[config.mk]
export PLATFORM = sky130hd
export DESIGN_NAME = if_id_reg
export DESIGN_NICKNAME = d
export VERILOG_FILES = /design/src/rtl/if_id_reg.sv
export SDC_FILE = /design/constraint.sdc
export NUM_CORES = 1
export LEC_CHECK = 0
export ABC_AREA = 1
export CAP_MARGIN = 20
export CORE_UTILIZATION = 36
export CTS_CLUSTER_DIAMETER = 200
export DETAILED_ROUTE_END_ITERATION = 8
export PLACE_DENSITY_LB_ADDON = 0.25
export SYNTH_ARGS = -nofsm -noshare
export SYNTH_HDL_FRONTEND = slang
export SYNTH_SLANG_ARGS = --single-unit
[constraint.sdc]
create_clock -name clk -period 1.3 [get_ports clk]
set_input_delay 0.13 -clock clk [delete_from_list [all_inputs] [get_ports clk]]
set_output_delay 0.13 -clock clk [all_outputs]
set_load 0.005 [all_outputs]
[src/rtl/if_id_reg.sv]
// rtl/if_id_reg.sv - IF/ID pipeline register with instruction classification and stall/bubble counters
//
// Purpose: latches the fetched instruction, its PC+1 and its instruction number
// into the decode stage, and classifies the instruction into a 4-bit display type.
// It holds on load-use stalls and inserts bubbles on jump stalls and flushes.
// Saturating counters record hold cycles and inserted bubbles.
//
// Ports:
//   clk            pipeline clock
//   rst            synchronous active-low reset
//   id_wpcir       decode hazard hold request (1 = hold)
//   jmp_stall      with id_wpcir=1: load a bubble instead of holding
//   flush          taken branch/jump in ID: squash the fetched instruction
//   if_inst        fetched instruction
//   if_inst_pc     word address of if_inst
//   if_pc4         if_inst_pc + 1
//   id_inst        registered instruction (0 for a bubble)
//   id_pc4         registered PC+1
//   id_valid       1 = real instruction, 0 = bubble
//   ID_ins_number  registered low NUM_W bits of the instruction PC
//   ID_ins_type    registered display type code
//   stall_cnt      saturating count of hold cycles
//   bubble_cnt     saturating count of inserted bubbles

`ifndef INST_TYPE_NONE
`define INST_TYPE_NONE 4'd0
`define INST_TYPE_ADD  4'd1
`define INST_TYPE_SUB  4'd2
`define INST_TYPE_AND  4'd3
`define INST_TYPE_OR   4'd4
`define INST_TYPE_NOR  4'd5
`define INST_TYPE_SLT  4'd6
`define INST_TYPE_SLL  4'd7
`define INST_TYPE_SRL  4'd8
`define INST_TYPE_SRA  4'd9
`define INST_TYPE_LW   4'd10
`define INST_TYPE_SW   4'd11
`define INST_TYPE_BEQ  4'd12
`define INST_TYPE_BNE  4'd13
`define INST_TYPE_JMP  4'd14
`endif

`ifndef OP_ALUOp
`define OP_ALUOp 6'h00
`define OP_ADDI  6'h08
`define OP_ANDI  6'h0C
`define OP_ORI   6'h0D
`define OP_LW    6'h23
`define OP_SW    6'h2B
`define OP_BEQ   6'h04
`define OP_BNE   6'h05
`define OP_JMP   6'h02
`endif

`ifndef FUNCT_ADD
`define FUNCT_ADD 6'h20
`define FUNCT_SUB 6'h22
`define FUNCT_AND 6'h24
`define FUNCT_OR  6'h25
`define FUNCT_NOR 6'h27
`define FUNCT_SLT 6'h2A
`define FUNCT_SLL 6'h00
`define FUNCT_SRL 6'h02
`define FUNCT_SRA 6'h03
`endif

module if_id_reg #(
    parameter int DATA_W = 32,
    parameter int NUM_W  = 4,
    parameter int CNT_W  = 8
) (
    input  logic              clk,
    input  logic              rst,
    input  logic              id_wpcir,
    input  logic              jmp_stall,
    input  logic              flush,
    input  logic [DATA_W-1:0] if_inst,
    input  logic [DATA_W-1:0] if_inst_pc,
    input  logic [DATA_W-1:0] if_pc4,
    output logic [DATA_W-1:0] id_inst,
    output logic [DATA_W-1:0] id_pc4,
    output logic              id_valid,
    output logic [NUM_W-1:0]  ID_ins_number,
    output logic [3:0]        ID_ins_type,
    output logic [CNT_W-1:0]  stall_cnt,
    output logic [CNT_W-1:0]  bubble_cnt
);

    // Registered state
    logic [DATA_W-1:0] inst_q,   inst_d;
    logic [DATA_W-1:0] pc4_q,    pc4_d;
    logic              valid_q,  valid_d;
    logic [NUM_W-1:0]  num_q,    num_d;
    logic [3:0]        type_q,   type_d;
    logic [CNT_W-1:0]  stall_q,  stall_d;
    logic [CNT_W-1:0]  bubble_q, bubble_d;

    // Per-cycle action, already resolved by priority (stall > flush > load)
    logic do_hold;
    logic do_bubble;

    logic [5:0] opcode;
    logic [5:0] funct;
    logic [3:0] inst_type;

    localparam logic [CNT_W-1:0] CNT_MAX = {CNT_W{1'b1}};

    assign opcode = if_inst[31:26];
    assign funct  = if_inst[5:0];

    // A held stall freezes everything, so a flush arriving alongside it is
    // dropped: the branch that raised it is itself still frozen in ID.
    assign do_hold   = id_wpcir & ~jmp_stall;
    assign do_bubble = (id_wpcir & jmp_stall) | (~id_wpcir & flush);

    // Instruction classification for the display type
    always_comb begin
        inst_type = `INST_TYPE_NONE;
        case (opcode)
            `OP_ALUOp: begin
                case (funct)
                    `FUNCT_ADD: inst_type = `INST_TYPE_ADD;
                    `FUNCT_SUB: inst_type = `INST_TYPE_SUB;
                    `FUNCT_AND: inst_type = `INST_TYPE_AND;
                    `FUNCT_OR:  inst_type = `INST_TYPE_OR;
                    `FUNCT_NOR: inst_type = `INST_TYPE_NOR;
                    `FUNCT_SLT: inst_type = `INST_TYPE_SLT;
                    `FUNCT_SLL: inst_type = `INST_TYPE_SLL;
                    `FUNCT_SRL: inst_type = `INST_TYPE_SRL;
                    `FUNCT_SRA: inst_type = `INST_TYPE_SRA;
                    default:    inst_type = `INST_TYPE_NONE;
                endcase
            end
            `OP_ADDI: inst_type = `INST_TYPE_ADD;
            `OP_ANDI: inst_type = `INST_TYPE_AND;
            `OP_ORI:  inst_type = `INST_TYPE_OR;
            `OP_LW:   inst_type = `INST_TYPE_LW;
            `OP_SW:   inst_type = `INST_TYPE_SW;
            `OP_BEQ:  inst_type = `INST_TYPE_BEQ;
            `OP_BNE:  inst_type = `INST_TYPE_BNE;
            `OP_JMP:  inst_type = `INST_TYPE_JMP;
            default:  inst_type = `INST_TYPE_NONE;
        endcase
    end

    // Next-state selection
    always_comb begin
        inst_d   = inst_q;
        pc4_d    = pc4_q;
        valid_d  = valid_q;
        num_d    = num_q;
        type_d   = type_q;
        stall_d  = stall_q;
        bubble_d = bubble_q;

        if (do_hold) begin
            if (stall_q != CNT_MAX) begin
                stall_d = stall_q + 1'b1;
            end
        end else if (do_bubble) begin
            // id_pc4 deliberately keeps its previous value across a bubble
            inst_d  = '0;
            valid_d = 1'b0;
            num_d   = if_inst_pc[NUM_W-1:0];
            type_d  = `INST_TYPE_NONE;
            if (bubble_q != CNT_MAX) begin
                bubble_d = bubble_q + 1'b1;
            end
        end else begin
            inst_d  = if_inst;
            pc4_d   = if_pc4;
            valid_d = 1'b1;
            num_d   = if_inst_pc[NUM_W-1:0];
            type_d  = inst_type;
        end
    end

    always_ff @(posedge clk) begin
        if (!rst) begin
            inst_q   <= '0;
            pc4_q    <= '0;
            valid_q  <= 1'b0;
            num_q    <= '0;
            type_q   <= `INST_TYPE_NONE;
            stall_q  <= '0;
            bubble_q <= '0;
        end else begin
            inst_q   <= inst_d;
            pc4_q    <= pc4_d;
            valid_q  <= valid_d;
            num_q    <= num_d;
            type_q   <= type_d;
            stall_q  <= stall_d;
            bubble_q <= bubble_d;
        end
    end

    assign id_inst       = inst_q;
    assign id_pc4        = pc4_q;
    assign id_valid      = valid_q;
    assign ID_ins_number = num_q;
    assign ID_ins_type   = type_q;
    assign stall_cnt     = stall_q;
    assign bubble_cnt    = bubble_q;

endmodule
Word-level counts from Yosys, hierarchy flattened --
Index checks and enable logic that the tools add are counted.
Cells by class: add/sub/neg operators 2, equality and inequality tests 18, muxes and demuxes 5, bitwise gates (word level) 8, reduce and logical (&&, ||, !) cells 5
Operators with widths (count):
- case mux 4 bit (9 select lines) | 2
- equality test 6 bit (second input constant) | 8
- 2-to-1 mux 32 bit | 1
- equality test 6 x 2 -> 1 bit (second input constant) | 3
- equality test 6 x 4 -> 1 bit (second input constant) | 3
- adder 8 x 1 -> 8 bit (second input constant) | 2
- != test 8 bit (second input constant) | 2
- equality test 6 x 3 -> 1 bit (second input constant) | 2
- logical NOT 6 bit | 2
- 2-to-1 mux 4 bit | 1
- NOT 1 bit | 4
- AND reduction 2 bit | 2
- AND 1 bit | 3
- AND reduction 3 bit | 1
- 2-to-1 mux 1 bit | 1
- bitwise OR 1 bit | 1
Word-level totals: register bits 89, input port bits 101, logic and storage cells 45

Logic depth before layout (Yosys ltp) --
Gate-level depths: netlist of the first run.
depth in word-level cells 5, depth in mapped cells 9, depth with buffers taken out 9

Worst setup path before layout of the first run --
Ideal clock, no wire load.
kind reg-to-reg, from reg bubble_q[0] (netlist: bubble_cnt[0]), to reg bubble_q[7] (netlist: bubble_cnt[7]), library setup time 0.132 ns, data arrival time 1.320 ns, data required time 1.168 ns, path slack -0.153 ns, stages on the path, launching flop included 9, buffers on the path 0, period minus slack after synthesis 1.453 ns, cell sequence dfxtp_1 ha_1 nand2_1 nor3_2 nand3_1 nand2_2 inv_1 nand2_1 a21oi_1
Between the ends: longest elaborated chain between the ends 2
Ends and longest elaborated chain:
- start, declared | RTL line 96 | logic [CNT_W-1:0] bubble_q, bubble_d;
- start signal, assigned | RTL line 194 | bubble_q <= bubble_d;
- branches (longest 2 deep; another with adder 8 x 1 -> 8 bit)
Parallel ways; which one is timed is not known. A chain may end at the register's enable or synchronous reset.

Final worst setup path of the first run --
from reg bubble_q[0] (netlist: bubble_cnt[0]), to reg bubble_q[0] (netlist: bubble_cnt[0])
Same word-level chain as after synthesis.

==> run metrics, run 1 <==
Syn Inst Count=504; fmax=0.733 GHz; post-route setup slack=-0.0641 ns; Worst EP arrival=1.60 ns; Worst setup EP type=flop; mapped cell area=3620 sq um; Tmin final=1.36 ns; multi-input logic area=1850 sq um; register area=1850 sq um; TritonCTS clock tree=built; Req. time, crit path=1.54 ns; yosys warns=0; WL final=11700 microns; Post-DRT Antenna Nets=0; post-synthesis average cell area=7.19 sq um; Seq/Total Area, Yosys=49.2%; Clock Root Buffer=clkbuf_8; cts hold-fix bufs=0; worst-skew pair later-pin latency=0.35 ns; CTS sink count=89; CTS H-tree lvls=3; Synth cell types=25; Clock transition at path regs=0.09 ns; commonest non-fill, non-tap cell in the layout=nand2_1; fin crit share=105%; maximum VDD drop=567 uV; crit path kind=flop to flop; final hold slack=0.123 ns; diode count=0; Starting Density=37.1%; Yosys reg bits=89; Detailed Place HPWL=8190 microns; max-slew violations=0; post-DR wirelength/cell=13.8 microns; die span in x=102 microns; Vias=4034; CP startpoint kind=flop; GRT Total Usage=22.0%; violated checks=setup timing; I/O pin cnt=190; number of global-route vias before repair=3952; status=finished with violations; Final Hold Viols=0; Cell Rows=36; Net Count, Synth=607; Final setup viols=8; commonest cells after routing, fill and taps aside=nand2_1 (112), nor2_1 (94), dlygate4sd2_1 (89); Port Buffer Count=161; Hold WC Path Type=input pin to flop; Max Cap Viol=0; worst hold stages=3; antenna violations before repair=0; CTS buffer count=9; DRC errors left=0; die height=102 microns; first-pass GRT wire length=17900 microns; clk buf depth=2; Die Footprint=10500 sq um; Area growth syn-to-layout=69.4%; largest net degree at the start of global routing=42; Final nets=809; share of post-route cells with drive strength above 1=23.5%; Placer Congestion=0.868; GR Overflow Total=0; Layout Skew=0.0118 ns; drt pass-1 iters=4; max_slew headroom=79.3%; core area=9770 sq um; RSZ-0062 raised after global routing=true; total power=0.00568 W; critical path fanouts, max=5; Worst Reg-to-Reg Cells=7; Tightest Pin Transition=0.310 ns; Iter 0 DRT Violations=191; Layout fillers=887; pwr dens=925 nW/um^2; Pleak=2.97 nW; DR vias/cell=4.78
-- power by group --
group / internal, W / total (W) / switching, W
registers: 0.00285 / 0.00291 / 0.0000614
clock network: 0.000772 / 0.00182 / 0.00104
logic: 0.000508 / 0.000954 / 0.000446
total: 0.00413 / 0.00568 / 0.00155
-- cell usage after synthesis --
master | n | share of area (%)
xnor2_1 | 1 | 0.24
nand2_1 | 124 | 13
clkbuf_1 | 15 | 1.6
nand4_1 | 6 | 1.0
nand3_1 | 16 | 2.2
inv_1 | 24 | 2.5
a21oi_1 | 49 | 6.8
o21ai_1 | 1 | 0.14
buf_1 | 4 | 0.41
o21ai_0 | 42 | 5.8
nor3_2 | 1 | 0.28
nor4_1 | 1 | 0.17
dfxtp_1 | 89 | 49
nor2_4 | 2 | 0.62
inv_2 | 3 | 0.31
xor2_1 | 9 | 2.2
nor2_2 | 1 | 0.17
nor2_1 | 102 | 11
a41oi_4 | 1 | 0.76
ha_1 | 2 | 0.69
nor3_1 | 3 | 0.41
nand2_2 | 2 | 0.35
buf_2 | 4 | 0.55
and3_1 | 1 | 0.17
clkinv_1 | 1 | 0.10
-- per-layer routing --
metal	track usage [%]	up-vias	share of wire [%]	routed length (microns)
met4	9.23	0	2.1	242
met3	6.57	19	6.5	754
met2	38.4	140	50	5870
met5	0	-	0	0
li1	-	2016	-	-
met1	24.9	1859	41	4790
-- metrics by stage --
stage          TNS [ns]  util (%)  setup WS (ns)  area (sq um)  cells
2_1_floorplan         0         -        0.00510          3650    504
3_3_place_gp     -16.26      58.8         -0.290          5750    824
3_5_place_dp     -19.17      58.8         -0.326          5750    824
4_1_cts          -0.181      61.2        -0.0599          5980    842
5_1_grt          -0.843      62.8         -0.146          6140    844
6_report         -0.134      62.8        -0.0641          6140    844
-- worst max-delay path, stage by stage, from the launching register on --
cell	delay, ns
dfxtp_4	0.37
ha_4	0.15
nand2_4	0.05
nor3_4	0.14
nand3_2	0.15
nand2_4	0.16
xor2_1	0.17
nor2_1	0.07
-- flip-flops by register name (all words and copies together) (netlist names) --
name	count
bubble_cnt	8
stall_cnt	8
ID_ins_number	4
id_pc4	32
ID_ins_type	4
id_inst	32
id_valid	1
-- final timing paths --
check             slack, ns                    endpoint                        from
setup / recovery      -0.06  bubble_cnt[0]$_SDFFE_PN0P_  bubble_cnt[0]$_SDFFE_PN0P_
hold / removal         0.12    id_inst[26]$_SDFFE_PN0N_                 if_inst[26]
setup reg to reg      -0.06  bubble_cnt[0]$_SDFFE_PN0P_  bubble_cnt[0]$_SDFFE_PN0P_
hold reg to reg        0.46     id_inst[8]$_SDFFE_PN0N_     id_inst[8]$_SDFFE_PN0N_
-- kinds of logic (layout without fill, tap and decap cells) --
kind of cell | after synthesis | after routing | synth area share (%)
compound gates | 93 | 93 | 13.5
xor+xnor | 10 | 10 | 2.42
fa+ha+maj | 2 | 2 | 0.690
buf+inv | 51 | 257 | 5.42
flops | 89 | 89 | 49.2
simple gates | 259 | 260 | 28.8
-- area by class of cell --
| cell class | instances | area share (%) |
|---|---|---|
| Multi-Input combinational cell | 365 | 30.1 |
| Sequential cell | 89 | 30.2 |
| Inverter | 28 | 2.04 |
| Clock inverter | 6 | 0.836 |
| Tap cell | 133 | 2.71 |
| Timing Repair Buffer | 213 | 31.9 |
| Clock buffer | 10 | 2.24 |
-- repair_timing --
item,4_1_cts,5_1_grt
gates resized for setup,160,46
pin swaps,8,17
buffers inserted,1,2
setup endpoints to repair,105,36
gates cloned,1,1
(Power assumes the default switching activity.)
==> inputs of run 2 (changes only) <==
--- a/config.mk
+++ b/config.mk
@@ -11,6 +11,7 @@
 export CTS_CLUSTER_DIAMETER = 200
 export DETAILED_ROUTE_END_ITERATION = 8
 export PLACE_DENSITY_LB_ADDON = 0.25
+export SKIP_CTS_REPAIR_TIMING = 1
 export SYNTH_ARGS = -nofsm -noshare
 export SYNTH_HDL_FRONTEND = slang
 export SYNTH_SLANG_ARGS = --single-unit
==> run 2 against run 1 <==
Against the previous run: worst hold slack worse by 0.0028 ns; clock-buffer cell count stayed put; die area stayed put; utilization is 3.3 points higher; highest routed layer unchanged; global-route usage is 0.50 points lower; via count is 0.62% higher; sequential cell count stayed put; critical path depth stayed put; critical path type unchanged; the flow still finishes with violations (setup timing); final area is 5.2% higher; sequential share of layout area is 1.5 points lower.
==> run metrics, run 2 (synthesis gave the netlist of run 1 again) <==
Port Buffer Count=161 (unchanged); WL final=11700 microns (about the same); GRT met1 Usage=24.3% (was 24.9%); GRT Total Usage=21.5% (was 22.0%); die span in x=102 microns (unchanged); Final Hold Viols=0 (unchanged); final hold slack=0.120 ns (was 0.123 ns); maximum VDD drop=558 uV (was 567 uV); violated checks=setup timing (unchanged); DRC errors left=0 (unchanged); RSZ-0062 raised after global routing=true (unchanged); Iter 0 DRT Violations=176 (was 191); Placer Congestion=0.868 (unchanged); Layout fillers=826 (was 887); fin crit share=105% (about the same); diode count=0 (unchanged); GR Layer Usage met3=6.57% (unchanged); Die Footprint=10500 sq um (unchanged); Tmin final=1.36 ns (about the same); max-slew violations=0 (unchanged); worst-skew pair later-pin latency=0.34 ns (was 0.35 ns); first-pass GRT wire length=17500 microns (was 17900 microns); Clock transition at path regs=0.09 ns (about the same); Tightest Pin Transition=0.296 ns (was 0.310 ns); switching power=0.00153 W (was 0.00155 W); die height=102 microns (unchanged); final core utilization=66.1% (was 62.8%); Layout Skew=0.00951 ns (was 0.0118 ns); sw frac=26.8% (was 27.3%); status=finished with violations (unchanged); Comb pwr share=17.3% (was 16.8%); fmax=0.733 GHz (about the same); Hold WC Path Type=input pin to flop (unchanged); CTS sink count=89 (unchanged); post-DR wirelength/cell=13.8 microns (about the same); min-delay src=if_inst[26] (unchanged); commonest non-fill, non-tap cell in the layout=nand2_1 (unchanged); Post-DRT Antenna Nets=0 (unchanged); worst hold stages=3 (unchanged); DR vias/cell=4.79 (was 4.78); share of post-route cells with drive strength above 1=22.8% (was 23.5%); Final setup viols=10 (was 8); core area=9770 sq um (unchanged); CTS buffer count=9 (unchanged); CP startpoint kind=flop (unchanged); sequential group share of total power=51.0% (was 51.2%); Starting Density=37.1% (unchanged); antenna violations before repair=0 (unchanged); Cell Rows=36 (unchanged); Pleak=4.10 nW (was 2.97 nW); Final nets=812 (was 809); internal power=0.00417 W (was 0.00413 W); Req. time, crit path=1.53 ns (was 1.54 ns); Max Cap Viol=0 (unchanged); Detailed Place HPWL=8190 microns (unchanged); largest net degree at the start of global routing=42 (unchanged); Vias=4059 (was 4034); pwr dens=883 nW/um^2 (was 925 nW/um^2); Reg-to-Reg End=bubble_cnt[0]$_SDFFE_PN0P_ (unchanged); critical path fanouts, max=5 (unchanged); I/O pin cnt=190 (unchanged); post-route setup slack=-0.0640 ns (was -0.0641 ns); max_slew headroom=80.1% (was 79.3%); Reg2Reg Setup Slack=-0.06 ns (about the same); clock share of power=31.6% (was 32.0%); GR Overflow Total=0 (unchanged); clk buf depth=2 (unchanged); Area growth syn-to-layout=78.3% (was 69.4%); Clock Root Buffer=clkbuf_8 (unchanged); drt pass-1 iters=4 (unchanged); CTS H-tree lvls=3 (unchanged); crit path kind=flop to flop (unchanged); TritonCTS clock tree=built (unchanged); commonest cells after routing, fill and taps aside=nand2_1 (114), nor2_1 (95), dlymetal6s2s_1 (95) (was nand2_1 (112), nor2_1 (94), dlygate4sd2_1 (89)); GR peak layer=met2 (unchanged); Worst setup EP type=flop (unchanged); number of global-route vias before repair=3874 (was 3952); met2 Use GR=37.9% (was 38.4%); Worst Reg-to-Reg Cells=7 (unchanged); worst reg2reg startpoint=bubble_cnt[1]$_SDFFE_PN0P_ (was bubble_cnt[0]$_SDFFE_PN0P_); WHS Endpoint=id_inst[26]$_SDFFE_PN0N_ (unchanged); Worst EP arrival=1.60 ns (about the same)
==> run 2: worst max-delay path, cell delays in order, from the launching register on <==
cell	delay, ns
dfxtp_2	0.36
ha_4	0.16
nand2_4	0.06
nor3_4	0.19
nand3_2	0.14
nand2_4	0.14
xor2_1	0.16
nor2_1	0.06
==> run 2: how the worst max path moves through the flow <==
stage / start / endpoint / slack (ns) / depth (start not counted)
global placement: if_inst[30] / ID_ins_type[3]$_SDFFE_PN0N_ / -0.29 / 8
CTS: stall_cnt[5]$_SDFFE_PN0P_ / stall_cnt[5] / -0.20 / 1
global route: bubble_cnt[1]$_SDFFE_PN0P_ / bubble_cnt[0]$_SDFFE_PN0P_ / -0.13 / 7
floorplan: stall_cnt[0]$_SDFFE_PN0P_ / stall_cnt[1]$_SDFFE_PN0P_ / 0.005 / 7
detailed placement: if_inst[27] / ID_ins_type[3]$_SDFFE_PN0N_ / -0.33 / 9
finish: bubble_cnt[1]$_SDFFE_PN0P_ / bubble_cnt[0]$_SDFFE_PN0P_ / -0.06 / 7
==> run 2: cell type report <==
cell class / instances / area (sq um) / share of cell area (%)
clock buffer: 10 / 138 / 2.13
multi-input combinational: 365 / 1820 / 28.2
sequential: 89 / 1850 / 28.6
inverter: 28 / 120 / 1.86
timing repair buffer: 216 / 2310 / 35.8
tap: 133 / 166 / 2.58
clock inverter: 6 / 51.3 / 0.794
==> run 2: stage by stage <==
stage / setup WS, ns / cells / total power [W] / setup TNS (ns) / cell area (sq um)
after floorplan: 0.00510 / 504 / 0.00328 / 0 / 3650
after global placement: -0.290 / 824 / 0.00392 / -16.26 / 5750
after detailed placement: -0.326 / 824 / 0.00395 / -19.17 / 5750
after CTS: -0.205 / 840 / 0.00576 / -7.55 / 5930
after global routing: -0.132 / 847 / 0.00596 / -1.13 / 6460
final: -0.0640 / 847 / 0.00570 / -0.270 / 6460
==> run 2: power groups by stage <==
| stage | sequential (W) | combinational (W) | clock [W] |
|---|---|---|---|
| 2_1_floorplan | 0.00299 | 0.000290 | 0 |
| 3_3_place_gp | 0.00297 | 0.000954 | 0 |
| 3_5_place_dp | 0.00298 | 0.000977 | 0 |
| 4_1_cts | 0.00291 | 0.000983 | 0.00187 |
| 5_1_grt | 0.00293 | 0.00108 | 0.00195 |
| 6_report | 0.00291 | 0.000988 | 0.00180 |
==> run 2: layer usage <==
| layer | wire length [microns] | vias to the layer above |
|---|---|---|
| met3 | 817 | 19 |
| met5 | 0 | - |
| li1 | - | 2025 |
| met4 | 238 | 0 |
| met1 | 4740 | 1865 |
| met2 | 5910 | 150 |
==> variant 1: new RTL, config.mk and constraints of run 2 <==
The parameter `NUM_W` goes from 4 to 6.
--- a/src/rtl/if_id_reg.sv
+++ b/src/rtl/if_id_reg.sv
@@ -67,5 +67,5 @@
 module if_id_reg #(
     parameter int DATA_W = 32,
-    parameter int NUM_W  = 4,
+    parameter int NUM_W  = 6,
     parameter int CNT_W  = 8
 ) (
Ports: changed (resized ID_ins_number); port bits go from 190 to 192. No check against the original RTL was run, so the function may have changed too.
==> variant 1 against run 2 <==
- the run still ends with negative setup slack left
- wire length down 2.0%
- cell area up 0.39%
- worst hold slack better by 0.016 ns
- critical path depth unchanged
- worst setup slack worse by 0.017 ns
- sequential cell count up 2
- synthesized area up 0.79%
- total power up 2.9%
- die area up 0.78%
- synthesized cell count up 0.40%
- largest power group unchanged
- highest routed layer unchanged
==> variant 1: results (changes against run 2) <==
Yosys
  – Post-synthesis instance total: 506 (+0.40%)
  – Distinct cells, synth: 24 (-4.0%)
  – Post-synth ARST share: 0 (unchanged)
  – Synth top cells by count: nand2_1 (115), nor2_1 (108), dfxtp_1 (91), a21oi_1 (48), o21ai_0 (47)
  – Synth area leaders: dfxtp_1 (50%), nand2_1 (12%), nor2_1 (11%)
  – Register area share after synthesis: 0.499 (+0.00709)
  – Syn nets: 609 (+0.33%)

Hold path
  – Hold Path Origin: if_inst[31]

Global route
  – Gr usage total: 0.204 (-0.0102)
  – Number of global-route vias before repair: 3799 (-1.9%)
  – First-pass GRT wire length: 17.1 mm (-2.4%)

STA
  – Final worst slack: -0.0807 ns (-0.0167 ns)
  – Final clock skew: 0.0124 ns (+0.00284 ns)
  – Hold slack: 0.136 ns (+0.0157 ns)
  – Slew margin rel.: 0.778 (-0.0232)
  – Final setup viols: 15 (+5)

Critical path
  – Reg2Reg Launch Point: stall_cnt[0]
  – Worst Path Max Fanout: 7 (+2)
  – Critical path arrival: 1.66 ns (+0.06 ns)

Route
  – Mean number of vias per cell: 4.70 (-1.9%)
  – WL per Instance: 13.6 um (-1.8%)
  – DR vias: 3972 (-2.1%)

Power
  – LEAKAGE: 4.11 nW (+0.14%)

Placement
  – Dpl ws: -0.502 ns (-0.176 ns)
  – Port Buffer Count: 165 (+2.5%)
  – Post-Place Cells: 822 (-0.24%)
  – GPL Wtd Cong: 0.827 (-4.8%)

Run status
  – Violated checks: negative setup slack
  – Outcome: complete, but fails checks

CTS
  – Max Buffers Root-to-Sink: 2 (unchanged)
  – Total CTS buffers: 9 (unchanged)

Final layout
  – Final #Nets: 810 (-0.25%)
  – Layout cells sized above 1: 0.199 (-0.0289)
## variant 1: cell types whose count changed after synthesis, moves of 2 or more
| cell | delta |
|---|---|
| buf_1 | -4 |
| clkbuf_1 | +3 |
| dfxtp_1 | +2 |
| inv_2 | -3 |
| nand2_1 | -9 |
| nor2_1 | +6 |
| nor3_1 | +5 |
| o21ai_0 | +5 |
| xor2_1 | -3 |
## variant 1: kinds of logic after synthesis
| logic type | count (synthesis) | synth area share |
|---|---|---|
| AND/OR/NAND/NOR | 259 | 0.285 |
| AO/OA/AOI/OAI | 97 | 0.137 |
| flip-flops | 91 | 0.499 |
| buffers and inverters | 50 | 0.0555 |
| XOR/XNOR | 7 | 0.0168 |
| adder cells (fa/ha/maj) | 2 | 0.00685 |
## variant 1: area by class of cell
cell class                      instances  area, sq um
Clock buffer                           12          166
Tap cell                              133          166
Multi-Input combinational cell        366         1810
Inverter                               25          101
Timing Repair Buffer                  214         2330
Fill cell                             824         3330
Sequential cell                        91         1880
Clock inverter                          4         31.3
## variant 1: report_power, final
part | leakage (nW) | internal [mW] | switching (mW)
logic | 3.24 | 0.565 | 0.435
clock network | 0.102 | 0.877 | 1.01
registers | 0.763 | 2.91 | 0.0622
## variant 1: critical path: cells and delay by family, from the launching register on
kind / cells / cell delay, ns
compound gates: 3 / 0.53
fa+ha+maj: 1 / 0.17
buf+inv: 1 / 0.15
flops: 1 / 0.35
simple gates: 2 / 0.11
## variant 1: routing by layer
layer | up-vias | routed length, um | GRT usage
li1 | 2021 | - | -
met1 | 1836 | 4830 | 0.239
met2 | 107 | 5840 | 0.364
met3 | 8 | 682 | 0.0542
met4 | 0 | 123 | 0.0604
met5 | - | 0 | 0
## variant 1: worst paths after layout
path | end | cells past startpoint
worst max register to register | stall_cnt[0] | 7
worst min-delay path | id_inst[31] | 3
worst min register to register | id_inst[24] | 2
worst max-delay path | stall_cnt[0] | 7
## variant 1: per-stage QoR
| stage | cell area [sq um] | TNS [ns] |
|---|---|---|
| global route | 6480 | -1.68 |
| floorplan | 3680 | 0 |
| detailed placement | 5770 | -24.04 |
| finish | 6480 | -0.571 |
| global placement | 5770 | -19.61 |
| CTS | 5960 | -7.77 |
==> variant 2: new RTL, settings of run 2 <==
Made on the original files. Reset style: asynchronous (`rst`), changed in one clocked block. Comments in the files are not updated.
--- a/src/rtl/if_id_reg.sv
+++ b/src/rtl/if_id_reg.sv
@@ -176,5 +176,5 @@
     end
 
-    always_ff @(posedge clk) begin
+    always_ff @(posedge clk or negedge rst) begin
         if (!rst) begin
             inst_q   <= '0;
Behaviour: differs if rst is asserted again (counterexample within 4 cycles, from zero or initial values and one cycle with rst low); with rst held inactive, the same outputs for 10 cycles.
==> variant 2 against run 2 <==
- the flow still finishes with violations (negative setup slack)
- wire length shrank 6.4%
- worst setup slack lost 0.073 ns
- synthesized cell count shrank 16%
- cell area grew 6.4%
- critical path depth grew 1
- synthesized area grew 6.4%
- largest cell class unchanged
- sequential cell count is the same
Power is not compared: it rests on default switching activity, and its combinational part moved more than twofold at a synthesized area within 25%.
==> variant 2: results (changes against run 2) <==
Hold path
  – Type of the worst min-delay path: input port to asynchronous set/reset pin

Yosys
  – Synth area leaders: dfrtp_1 (58%), nand2_1 (17%), a22o_1 (5.5%)
  – Syn. warnings: 0 (unchanged)
  – Top_reg_cell synth: dfrtp_1
  – Post-synth EDFFs: 0 (unchanged)
  – Distinct cells, synth: 29 (+16%)
  – Post-synth ARST share: 1.00 (+1.00)
  – Synth top cells by count: nand2_1 (178), dfrtp_1 (89), a22o_1 (24), inv_1 (23), nor2_1 (21)
  – Register area share after synthesis: 0.578 (+0.0862)
  – Syn nets: 528 (-13%)

Power
  – Peak supply drop: 0.000814 V
  – Power Density: 1250 nW/um^2
  – LEAKAGE: 4.41 nW
  – Int Pwr: between 6 and 7 mW

Final layout
  – Layout cells sized above 1: 0.211 (-0.0178)
  – Diode count: 0 (unchanged)
  – Layout fillers: 821 (-0.61%)
  – Final #Nets: 763 (-6.0%)

STA
  – Final setup TNS: -0.775 ns (-0.505 ns)
  – Final clock skew: 0.00898 ns (-0.000529 ns)
  – Hold slack: 0.189 ns (+0.0684 ns)
  – Slew of the pin with the lowest slew margin: 0.290 ns (-0.00573 ns)
  – Final worst slack: -0.137 ns (-0.0733 ns)
  – Final setup viols: 11 (+1)

Placement
  – Port Buffer Count: 161 (unchanged)
  – Post-DP HPWL: 7.72 mm (-5.7%)
  – Post-DP Area: 6010 sq um (+4.6%)
  – GPL Wtd Cong: 0.858 (-1.2%)
  – Dpl ws: -0.225 ns (+0.101 ns)

Critical path
  – Critical Path Max Stage Delay: 0.43 ns (+0.07 ns)
  – Crit Path Class: flop to flop
  – Worst-case reg-to-reg path depth: 8 (+1)
  – CP endpoint: bubble_cnt[2]
  – Slowest-stage cell, CP: dfrtp_1
  – Worst Path Max Fanout: 3 (-2)
  – Reg2Reg Launch Point: bubble_cnt[0]
  – Critical path arrival: 1.68 ns (+0.08 ns)

Route
  – DRT Pass-1 Iters: 6 (+2)
  – DRT Wirelength: 11.0 mm (-6.4%)
  – Iter 0 DRT Violations: 154 (-13%)
  – Mean number of vias per cell: 4.63 (-3.5%)

Global route
  – Number of global-route vias before repair: 3564 (-8.0%)
  – Gr usage total: 0.192 (-0.0228)
  – Gr ovfl total: 0 (unchanged)
  – Largest net degree at the start of global routing: 35 (-17%)
  – Initial antenna violation count: 0 (unchanged)
  – First-pass GRT wire length: 16.6 mm (-5.4%)

CTS
  – Total CTS buffers: 9 (unchanged)
  – Skew-Pair Late Insertion Delay: 0.35 ns
  – Worst-path clk slew: 0.09 ns (about the same)
  – H-tree depth: 3 (unchanged)
  – Clock root buffer: clkbuf_8
  – Max Buffers Root-to-Sink: 2 (unchanged)

Run status
  – Violated checks: negative setup slack
  – Outcome: complete, but fails checks
==> variant 2: kinds of logic (layout without fill, tap and decap cells) <==
logic type	after synthesis	after routing	share of synthesized area
AO/OA/AOI/OAI	43	43	0.0805
XOR/XNOR	11	11	0.0270
adder cells (fa/ha/maj)	2	2	0.00649
buffers and inverters	42	282	0.0464
flip-flops	89	89	0.578
AND/OR/NAND/NOR	238	238	0.262
==> variant 2: worst min path at each step <==
stage,startpoint,end,depth (start not counted)
after floorplan,rst,ID_ins_number[0],0
after global placement,rst,id_inst[19],1
after detailed placement,rst,id_inst[19],1
after CTS,rst,id_inst[19],1
after global routing,rst,id_inst[19],2
final,rst,id_inst[19],2
==> variant 2: routing by layer <==
metal  vias up  wire [um]  track usage
met5         -          0            0
met4         0        280        0.105
met3        23        574       0.0377
met2       121       5510        0.315
met1      1745       4590        0.238
li1       1817          -            -
==> variant 2: area by class of cell <==
| type | instances | area share |
|---|---|---|
| repair buffers | 238 | 0.368 |
| flip-flops and latches | 89 | 0.324 |
| multi-input cells | 294 | 0.231 |
| well taps | 136 | 0.0248 |
| clock buffers | 12 | 0.0240 |
| inverters | 28 | 0.0167 |
| clock inverters | 4 | 0.0107 |
==> variant 2: power groups by stage <==
| stage | combinational, mW | sequential (mW) | clock (mW) |
|---|---|---|---|
| after floorplan | 0.774 | 3.56 | 0 |
| after detailed placement | 2.47 | 3.52 | 0 |
| after global routing | 3.15 | 3.55 | 2.37 |
| after CTS | 2.49 | 3.47 | 2.25 |
| final | 2.91 | 3.50 | 2.19 |
| after global placement | 2.42 | 3.51 | 0 |
==> variant 2: through the flow <==
stage               total power [mW]  instances
global route                    9.07        801
CTS                             8.21        769
floorplan                       4.33        425
global placement                5.93        753
finish                          8.60        801
detailed placement              5.99        753
==> variant 2: critical path, delay by kind of cell (launching register included) <==
family                   cells  cell delay, ns
adder cells (fa/ha/maj)      1            0.18
XOR/XNOR                     1            0.14
flip-flops                   1            0.43
buffers and inverters        1            0.12
AND/OR/NAND/NOR              5            0.47
